## config.mk

```make
export PLATFORM = sky130hd
export DESIGN_NAME = dmem_ctrl
export DESIGN_NICKNAME = d
export VERILOG_FILES = /design/src/rtl/dmem_pkg.sv /design/src/rtl/dmem_align.sv /design/src/rtl/dmem_ctrl.sv
export SDC_FILE = /design/constraint.sdc
export NUM_CORES = 1
export LEC_CHECK = 0
export CAP_MARGIN = 20
export CORE_MARGIN = 2
export CORE_UTILIZATION = 60
export CTS_BUF_LIST = sky130_fd_sc_hd__clkbuf_16
export DETAILED_ROUTE_END_ITERATION = 8
export GPL_ROUTABILITY_DRIVEN = 0
export PLACE_DENSITY = 0.79
export SYNTH_ARGS = -nofsm -noshare
export SYNTH_HDL_FRONTEND = slang
export SYNTH_SLANG_ARGS = --single-unit
```

## constraint.sdc

```tcl
create_clock -name clk -period 6.3 [get_ports clk]
set_clock_uncertainty 0.1 [all_clocks]
set_input_delay 1.26 -clock clk [delete_from_list [all_inputs] [get_ports clk]]
set_output_delay 1.26 -clock clk [all_outputs]
set_load 0.01 [all_outputs]
```

## src/rtl/dmem_pkg.sv

```systemverilog
// Shared constants, FSM state type and helpers for the dmem_ctrl data-memory controller.
package dmem_pkg;

    localparam int unsigned DATA_W       = 32;
    localparam int unsigned READ_LAT_MIN = 1;
    localparam int unsigned READ_LAT_MAX = 4;
    localparam int unsigned CNT_W        = 2;

    localparam logic [1:0] SIZE_B   = 2'b00;
    localparam logic [1:0] SIZE_H   = 2'b01;
    localparam logic [1:0] SIZE_W   = 2'b10;
    localparam logic [1:0] SIZE_RSV = 2'b11;

    typedef enum logic [1:0] {
        ST_IDLE = 2'b00,
        ST_BUSY = 2'b01,
        ST_RESP = 2'b10
    } state_e;

    // Reserved size encoding behaves as a word access.
    function automatic logic [1:0] norm_size(input logic [1:0] size);
        return (size == SIZE_RSV) ? SIZE_W : size;
    endfunction

    function automatic logic is_misaligned(input logic [1:0] size, input logic [1:0] off);
        return ((size == SIZE_H) && off[0]) || ((size == SIZE_W) && (off != 2'b00));
    endfunction

    // Clears the low offset bits that a half or word access must not use.
    function automatic logic [1:0] aligned_off(input logic [1:0] size, input logic [1:0] off);
        logic [1:0] res;
        case (size)
            SIZE_B:  res = off;
            SIZE_H:  res = {off[1], 1'b0};
            default: res = 2'b00;
        endcase
        return res;
    endfunction

endpackage

```

## src/rtl/dmem_align.sv

```systemverilog
// Big-endian byte-lane logic: store merge into an existing word and load extract/extend.
module dmem_align
    import dmem_pkg::*;
(
    input  logic [DATA_W-1:0] word_i,
    input  logic [DATA_W-1:0] wdata_i,
    input  logic [1:0]        size_i,
    input  logic [1:0]        off_i,
    input  logic              unsigned_i,
    output logic [DATA_W-1:0] st_word_o,
    output logic [DATA_W-1:0] ld_data_o
);

    // Offset 0 is the most significant lane, so the lane LSB is (3 - off) * 8.
    logic [4:0]  byte_lsb;
    logic [4:0]  half_lsb;
    logic [7:0]  byte_v;
    logic [15:0] half_v;

    always_comb begin
        byte_lsb = {~off_i, 3'b000};
        half_lsb = {~off_i[1], 4'b0000};
        byte_v   = word_i[byte_lsb +: 8];
        half_v   = word_i[half_lsb +: 16];
    end

    always_comb begin
        st_word_o = word_i;
        case (size_i)
            SIZE_B:  st_word_o[byte_lsb +: 8]  = wdata_i[7:0];
            SIZE_H:  st_word_o[half_lsb +: 16] = wdata_i[15:0];
            default: st_word_o = wdata_i;
        endcase
    end

    always_comb begin
        ld_data_o = word_i;
        case (size_i)
            SIZE_B:  ld_data_o = unsigned_i ? {24'b0, byte_v} : {{24{byte_v[7]}}, byte_v};
            SIZE_H:  ld_data_o = unsigned_i ? {16'b0, half_v} : {{16{half_v[15]}}, half_v};
            default: ld_data_o = word_i;
        endcase
    end

endmodule

```

## src/rtl/dmem_ctrl.sv

```systemverilog
// Single-outstanding data-memory controller with configurable read latency.
// DMEM_MISALIGN_TRAP_EN: misaligned accesses report rsp_err instead of being silently aligned.
module dmem_ctrl
    import dmem_pkg::*;
#(
    parameter int unsigned ADDR_W   = 3,
    parameter int unsigned READ_LAT = 1
) (
    input  logic                clk,
    input  logic                rst_n,
    input  logic                req_valid,
    output logic                req_ready,
    input  logic                req_we,
    input  logic [1:0]          req_size,
    input  logic                req_unsigned,
    input  logic [ADDR_W+1:0]   req_addr,
    input  logic [DATA_W-1:0]   req_wdata,
    output logic                rsp_valid,
    output logic [DATA_W-1:0]   rsp_rdata,
    output logic                rsp_err
);

    localparam int unsigned DEPTH = 1 << ADDR_W;
    localparam int unsigned BA_W  = ADDR_W + 2;
    localparam int unsigned LAT   = (READ_LAT < READ_LAT_MIN) ? READ_LAT_MIN :
                                    (READ_LAT > READ_LAT_MAX) ? READ_LAT_MAX : READ_LAT;
    localparam logic [CNT_W-1:0] LAT_INIT = CNT_W'((LAT > 1) ? (LAT - 2) : 0);

    state_e               state_q, state_d;
    logic [CNT_W-1:0]     cnt_q, cnt_d;
    logic                 we_q;
    logic [1:0]           size_q;
    logic                 uns_q;
    logic [BA_W-1:0]      addr_q;
    logic [DATA_W-1:0]    wdata_q;
    logic [DATA_W-1:0]    mem_q [DEPTH];
    logic                 rsp_valid_q;
    logic [DATA_W-1:0]    rsp_rdata_q;
    logic                 rsp_err_q;
    logic                 ready_q;

    logic                 accept_c;
    logic                 sel_in_c;
    logic                 eff_we_c;
    logic [1:0]           eff_size_c;
    logic                 eff_uns_c;
    logic [BA_W-1:0]      eff_addr_c;
    logic [DATA_W-1:0]    eff_wdata_c;
    logic [1:0]           off_c;
    logic [ADDR_W-1:0]    word_idx_c;
    logic [DATA_W-1:0]    rd_word_c;
    logic [DATA_W-1:0]    st_word_c;
    logic [DATA_W-1:0]    ld_data_c;
    logic                 err_c;
    logic                 mem_we_c;
    logic                 resp_go_c;
    logic [DATA_W-1:0]    rsp_rdata_d;

    assign req_ready = ready_q;
    assign rsp_valid = rsp_valid_q;
    assign rsp_rdata = rsp_rdata_q;
    assign rsp_err   = rsp_err_q;

    // In IDLE the live request is used so that stores and single-cycle loads finish at the accept edge.
    always_comb begin
        accept_c    = (state_q == ST_IDLE) && req_valid;
        sel_in_c    = (state_q == ST_IDLE);
        eff_we_c    = sel_in_c ? req_we       : we_q;
        eff_size_c  = norm_size(sel_in_c ? req_size : size_q);
        eff_uns_c   = sel_in_c ? req_unsigned : uns_q;
        eff_addr_c  = sel_in_c ? req_addr     : addr_q;
        eff_wdata_c = sel_in_c ? req_wdata    : wdata_q;
        off_c       = aligned_off(eff_size_c, eff_addr_c[1:0]);
        word_idx_c  = eff_addr_c[BA_W-1:2];
        rd_word_c   = mem_q[word_idx_c];
    end

`ifdef DMEM_MISALIGN_TRAP_EN
    assign err_c = is_misaligned(eff_size_c, eff_addr_c[1:0]);
`else
    assign err_c = 1'b0;
`endif

    dmem_align u_align (
        .word_i     (rd_word_c),
        .wdata_i    (eff_wdata_c),
        .size_i     (eff_size_c),
        .off_i      (off_c),
        .unsigned_i (eff_uns_c),
        .st_word_o  (st_word_c),
        .ld_data_o  (ld_data_c)
    );

    // Next-state, latency counter and response generation.
    always_comb begin
        state_d   = state_q;
        cnt_d     = cnt_q;
        mem_we_c  = 1'b0;
        resp_go_c = 1'b0;
        case (state_q)
            ST_IDLE: begin
                if (req_valid) begin
                    if (req_we || (LAT == 1)) begin
                        state_d   = ST_RESP;
                        resp_go_c = 1'b1;
                        mem_we_c  = req_we && !err_c;
                    end else begin
                        state_d = ST_BUSY;
                        cnt_d   = LAT_INIT;
                    end
                end
            end
            ST_BUSY: begin
                if (cnt_q == '0) begin
                    state_d   = ST_RESP;
                    resp_go_c = 1'b1;
                end else begin
                    cnt_d = cnt_q - CNT_W'(1);
                end
            end
            ST_RESP: state_d = ST_IDLE;
            default: state_d = ST_IDLE;
        endcase
        rsp_rdata_d = (resp_go_c && !eff_we_c && !err_c) ? ld_data_c : '0;
    end

    always_ff @(posedge clk) begin
        if (!rst_n) begin
            state_q     <= ST_IDLE;
            cnt_q       <= '0;
            we_q        <= 1'b0;
            size_q      <= SIZE_B;
            uns_q       <= 1'b0;
            addr_q      <= '0;
            wdata_q     <= '0;
            rsp_valid_q <= 1'b0;
            rsp_rdata_q <= '0;
            rsp_err_q   <= 1'b0;
            ready_q     <= 1'b1;
            for (int unsigned i = 0; i < DEPTH; i++) begin
                mem_q[i] <= DATA_W'(i + 1);
            end
        end else begin
            state_q     <= state_d;
            cnt_q       <= cnt_d;
            rsp_valid_q <= resp_go_c;
            rsp_rdata_q <= rsp_rdata_d;
            rsp_err_q   <= resp_go_c && err_c;
            ready_q     <= (state_d == ST_IDLE);
            if (accept_c) begin
                we_q    <= req_we;
                size_q  <= req_size;
                uns_q   <= req_unsigned;
                addr_q  <= req_addr;
                wdata_q <= req_wdata;
            end
            if (mem_we_c) begin
                mem_q[word_idx_c] <= st_word_c;
            end
        end
    end

endmodule

```

==> reports/metrics.csv, run 1 <==
metric,value,unit
Synth warnings,0,
post-layout power,5.42,mW
Max Cap Viol,0,
row count,61,
Worst setup EP type,flip-flop,
Num CTS Buffers,37,
synth top area cells,"edfxtp_1 45%, dfxtp_1 9.3%, nor2_1 6.7%",
DR vias,14665,
Yosys top cell area share,45.0,%
min Tclk post-route,4.90,ns
Setup WS post-layout,1.40,ns
"commonest non-fill, non-tap cells in the layout","306 x nor2_1, 256 x edfxtp_1, 210 x nand2_1",
"area leader, netlist",edfxtp_1,
"IR drop worst, VDD",0.251,mV
nets,1836,
"Async S/R FF share, synth",0,%
die area,29800,um2
"FF+latch count, synth",335,
grt ovf,0,
Fin. Hold Viols,0,
via/cell ratio,6.68,
vias in the first global route,13996,
part of the cycle the worst path needs,77.8,%
IO Count,79,
area delta synth->final,13.2,%
Netlist Area Pre-Place,17100,um2
layout cells sized above 1,10.1,%
Least-Margin Pin Slew,1.24,ns
Core ar.,27900,um2
final setup fails,0,
antenna-violating nets left,0,
crit path DAT,5.02,ns
Starting Density,61.1,%
Max-Slew Margin vs Limit,17.5,%
IO Port Bufs,77,
family with the most delay on the worst path,compound AO/OA/AOI/OAI gates,
power share of the clock group,38.1,%
All-Layer GR Usage,34.9,%
R2R cell count,8,
Worst Hold Path EP,wdata_q[31],
CP max FO,50,
pre-CTS setup slack,1.17,ns
worst r2r dst,mem_q[5][23],
f_max,204,MHz
ys flop type,edfxtp_1,
HPWL Detailed,31.9,mm
clock buffer depth,3,
slowest CP cell,a222oi_1,
Setup CP Type,flip-flop to flip-flop,
FF-to-FF setup slack,1.40,ns
ant diodes,0,
sequential share of power,45.9,%
post-cts sizing count,0,
Post-CTS Setup Inserts,0,
Worst Hold Depth,2,
Mapped Cells,1777,
CTS tree,done,
Synth Net Count,1824,
antenna violations before repair,0,
buffers and inverters on the worst path,1,
"Slew Viols, Final",0,
FF-to-FF Start,state_q[0],
critical path's largest stage delay,0.97,ns
clk slew on worst S/H paths,0.05,ns
switching power,1.51,mW
DRT iter0 DRCs,2464,
register area share after synthesis,54.3,%
worst path required time,6.42,ns
Post-CTS Hold Buffers,0,
Worst-Skew Late Latency,0.53,ns
largest net degree at the start of global routing,113,
Sw Share,27.8,%
worst min-delay path class,flip-flop to flip-flop,
Hold Path Origin,wdata_q[31],
crit path launch type,flip-flop,
PD cells,281,nW/um2
DRC viols,0,
Combinational Power Share,16.0,%
"commonest non-fill, non-tap cell in the layout",nor2_1,
CTS Root Cell,clkbuf_16,
leak pwr,6.81,nW
status,finished clean,
internal power,3.92,mW
H-Tree Level Count,2,
RSZ-0062 raised after global routing,no,
Synth cell types,61,
DRT Wirelength,53.0,mm
die height,173,um
Die X,173,um
Avg WL per Cell,24.2,um
Critical Path Start,state_q[0],
crit path cell chain,nor2_4 > mux2_2 > nand2_1 > inv_1 > ha_1 > a31o_1 > a222oi_1 > nor2_1,
Post-synth EDFFs,256,
first-pass GRT wire length,80.8,mm
post-synthesis area per instance,9.61,um2
DRT Pass-1 Iters,6,
clk sinks,335,
setup TNS,0,ns
-- state kept, by name, summed over array words and instances (netlist names) --
signal and cells:
wdata_q 32, cnt_q 2, uns_q 1, req_ready 1, state_q 2, rsp_valid 1, mem_q 256, size_q 2
addr_q 5, we_q 1, rsp_rdata 32
-- worst register-to-register path, delay by kind of cell (launching register included) --
| family | cells | cell delay (ns) |
|---|---|---|
| compound gates | 2 | 1.25 |
| buf+inv | 1 | 0.19 |
| simple gates | 3 | 1.20 |
| fa+ha+maj | 1 | 0.47 |
| flops | 1 | 0.50 |
| mux | 1 | 0.90 |
-- power groups by stage --
stage | logic (mW) | clock network (mW) | registers, mW
after detailed placement | 0.827 | 0 | 2.53
after global placement | 0.815 | 0 | 2.53
after floorplan | 0.527 | 0 | 2.53
after global routing | 0.907 | 2.15 | 2.50
final | 0.868 | 2.07 | 2.49
after CTS | 0.833 | 2.07 | 2.49
-- cell type report --
cell class,count,area (um2)
Clock inverter,29,176
Fill cell,2081,8600
Timing Repair Buffer,132,1270
Multi-Input combinational cell,1277,7150
Tap cell,378,473
Clock buffer,39,976
Sequential cell,335,9270
Inverter,6,22.5
-- cells in the mapped netlist, types with 4 or more instances --
cell type	instances
nor4_4	7
a31oi_1	13
o21ai_0	169
a221oi_4	7
o32ai_1	7
inv_1	6
o211a_1	9
edfxtp_1	256
mux2i_1	61
nor3b_1	4
a21boi_0	42
buf_6	4
buf_4	5
nor3_1	8
nor4_1	9
nor2_1	307
a211oi_2	10
nand3_1	121
a21oi_1	168
nand2b_1	4
nor4_2	14
buf_1	13
o22ai_1	15
or3_1	9
a21oi_2	6
a31oi_4	5
dfxtp_1	79
buf_2	25
o21ai_1	11
clkbuf_1	112
nand2_1	210
a22oi_1	8
or2_2	8
-- worst max path at each step --
stage | to | slack [ns] | depth (start not counted)
final | mem_q[5][23] | 1.40 | 8
after global routing | mem_q[3][23] | 1.16 | 8
after global placement | mem_q[0][23] | 1.29 | 9
after floorplan | mem_q[0][0] | 2.17 | 10
after CTS | mem_q[2][23] | 1.58 | 8
after detailed placement | mem_q[2][23] | 1.17 | 9
-- layer usage --
metal / track usage, % / wire, um / vias to the layer above
met4: 19.1 / 3050 / 0
li1: - / - / 6400
met5: 0 / 0 / -
met3: 7.34 / 6290 / 200
met2: 53.9 / 24200 / 1097
met1: 46.5 / 19500 / 6968
-- cells by family (layout without fill, tap and decap cells) --
| family | Yosys count | count (layout) | share of synthesized area [%] |
|---|---|---|---|
| xor+xnor | 1 | 1 | 0.0513 |
| other cells | 1 | 1 | 0.0220 |
| buf+inv | 165 | 206 | 4.10 |
| compound gates | 492 | 492 | 18.6 |
| simple gates | 716 | 716 | 19.0 |
| mux | 64 | 64 | 3.77 |
| flops | 335 | 335 | 54.3 |
| fa+ha+maj | 3 | 3 | 0.220 |
-- per-stage QoR --
step	cells	instance area, um2	hold slack [ns]	utilization (%)
after floorplan	1777	17100	0.343	-
after global placement	2127	18200	0.351	65.0
after detailed placement	2127	18200	0.357	65.0
after CTS	2195	19300	0.365	69.1
after global routing	2196	19300	0.381	69.2
final	2196	19300	0.366	69.2
Note: power is estimated with default switching activity, not from simulation.
==> inputs of run 2 (changes only) <==
Settings changed: CORE_UTILIZATION 60 to 55, PLACE_DENSITY 0.79 to 0.77.
Clock period 6.3 ns to 4 ns, I/O delays scaled along.
==> run 2 against run 1 <==
First-iteration DRC count is 13% lower. Critical path depth increased by 1. Wire length increased by 5.4%. Fmax grew 27%. Clock-buffer cell count rose by 1. Global-route usage decreased by 1.3 points. Sequential cell count is the same. Largest cell class unchanged. Highest routed layer unchanged.
==> reports/metrics.csv, run 2 (synthesis results as in run 1) <==
metric,value,unit
PD cells,436,nW/um2
ant diodes,0,
Fin. Hold Viols,0,
area delta synth->final,17.7,%
Starting Density,55.8,%
FF-to-FF setup slack,0.15,ns
"most used cell, CP",buf_4,
DRT Wirelength,55.9,mm
IO Port Bufs,77,
part of the cycle the worst path needs,96.2,%
"Slew Viols, Final",0,
via/cell ratio,6.61,
status,finished clean,
finished layout cell area,20100,um2
final core occ,65.7,%
clk slew on worst S/H paths,0.06,ns
WHS,0.364,ns
Worst setup EP type,flip-flop,
met1 wire length,20.2,mm
Setup CP Type,flip-flop to flip-flop,
worst r2r dst,mem_q[4][11],
final setup fails,0,
clock buffer depth,3,
Biggest register,mem_q,
f_max,260,MHz
crit path cell chain,or2_4 > a31oi_4 > buf_4 > buf_4 > a21oi_1 > nor4_2 > o22ai_1 > a221oi_4 > nor2_1,
post-cts sizing count,0,
DRT iter0 DRCs,2145,
die height,180,um
antenna violations before repair,1,
worst path required time,4.16,ns
"IR drop worst, VDD",0.364,mV
Core ar.,30600,um2
max FFs per register,256,
"commonest non-fill, non-tap cell in the layout",nor2_1,
DRC viols,0,
register area,9270,um2
Multi-input gate area,7160,um2
min Tclk post-route,3.85,ns
All-Layer GR Usage,33.6,%
layout cells sized above 1,13.1,%
Fillers,2391,
crit path launch type,flip-flop,
CTS Root Cell,clkbuf_16,
Levels on crit path,9,
worst min-delay path class,flip-flop to flip-flop,
buffers and inverters on the worst path,2,
CP endpoint,mem_q[4][11],
DR vias,15020,
Die X,180,um
H-Tree Level Count,2,
Num CTS Buffers,37,
CTS tree,done,
Post-CTS Hold Buffers,0,
family with the most delay on the worst path,compound AO/OA/AOI/OAI gates,
top sig layer,met4,
row count,64,
nets,1898,
DRT Pass-1 Iters,6,
vias in the first global route,14588,
Avg WL per Cell,24.6,um
Placed Instance Area,18900,um2
largest net degree at the start of global routing,88,
Worst-Skew Late Latency,0.53,ns
first-pass GRT wire length,84.3,mm
HPWL Detailed,34.4,mm
R2R cell count,9,
RSZ-0062 raised after global routing,no,
Post-CTS Setup Inserts,0,
met3 WL post-DR,6.77,mm
crit path DAT,4.00,ns
Least-Margin Pin Slew,1.06,ns
Max Cap Viol,0,
Critical Path Start,state_q[0],
"commonest non-fill, non-tap cells in the layout","306 x nor2_1, 256 x edfxtp_1, 210 x nand2_1",
grt ovf,0,
IO Count,79,
slowest CP cell,nor4_2,
post-layout power,8.76,mW
Max-Slew Margin vs Limit,28.7,%
clk sinks,335,
antenna-violating nets left,0,
met2 wire len,25.2,mm
CP max FO,23,
die area,32500,um2
FF-to-FF Start,state_q[0],
leak pwr,7.21,nW
critical path's largest stage delay,0.54,ns
-- run 2: cell count changes in the layout (fill, tap and decap cells not counted), moves of 2 or more --
| cell | delta |
|---|---|
| buf_12 | +22 |
| clkinv_1 | -5 |
| buf_4 | +41 |
| inv_1 | +2 |
| inv_4 | +2 |
| clkinv_2 | -6 |
-- run 2: worst min path at each step --
stage,startpoint,to,slack (ns),depth (start not counted)
floorplan,uns_q,uns_q,0.34,2
detailed placement,we_q,we_q,0.36,2
global route,wdata_q[14],wdata_q[14],0.38,2
global placement,wdata_q[15],wdata_q[15],0.35,2
finish,wdata_q[12],wdata_q[12],0.36,2
CTS,we_q,we_q,0.36,2
-- run 2: through the flow --
stage	setup TNS [ns]	cells	setup WS, ns
global placement	-2.13	2208	-0.0627
detailed placement	-5.34	2208	-0.171
finish	0	2272	0.154
global route	0	2272	0.00974
floorplan	0	1777	0.333
CTS	0	2272	0.273
-- run 2: worst min-delay path, delay by kind of cell (launching register included) --
family	cells	cell delay, ns
DFF	1	0.31
AOI/OAI and AO/OA	1	0.06
and+or+nand+nor	1	0.04
-- run 2: cell type report --
cell class / instances / share of cell area, %
Sequential cell: 335 / 46.1
Multi-Input combinational cell: 1277 / 35.6
Timing Repair Buffer: 194 / 9.89
Clock buffer: 40 / 4.98
Tap cell: 396 / 2.47
Clock inverter: 24 / 0.791
Inverter: 6 / 0.112
-- run 2: power breakdown --
part	switching [mW]	leakage (nW)	internal (mW)
Sequential	0.0525	3.26	3.87
Clock	1.38	0.608	1.92
Combinational	0.998	3.33	0.536
-- run 2: metal layers --
metal  vias up  track usage (%)
li1       6529                -
met1      7115             43.5
met2      1138             51.7
met3       238             7.56
met4         0             20.5
met5         -                0
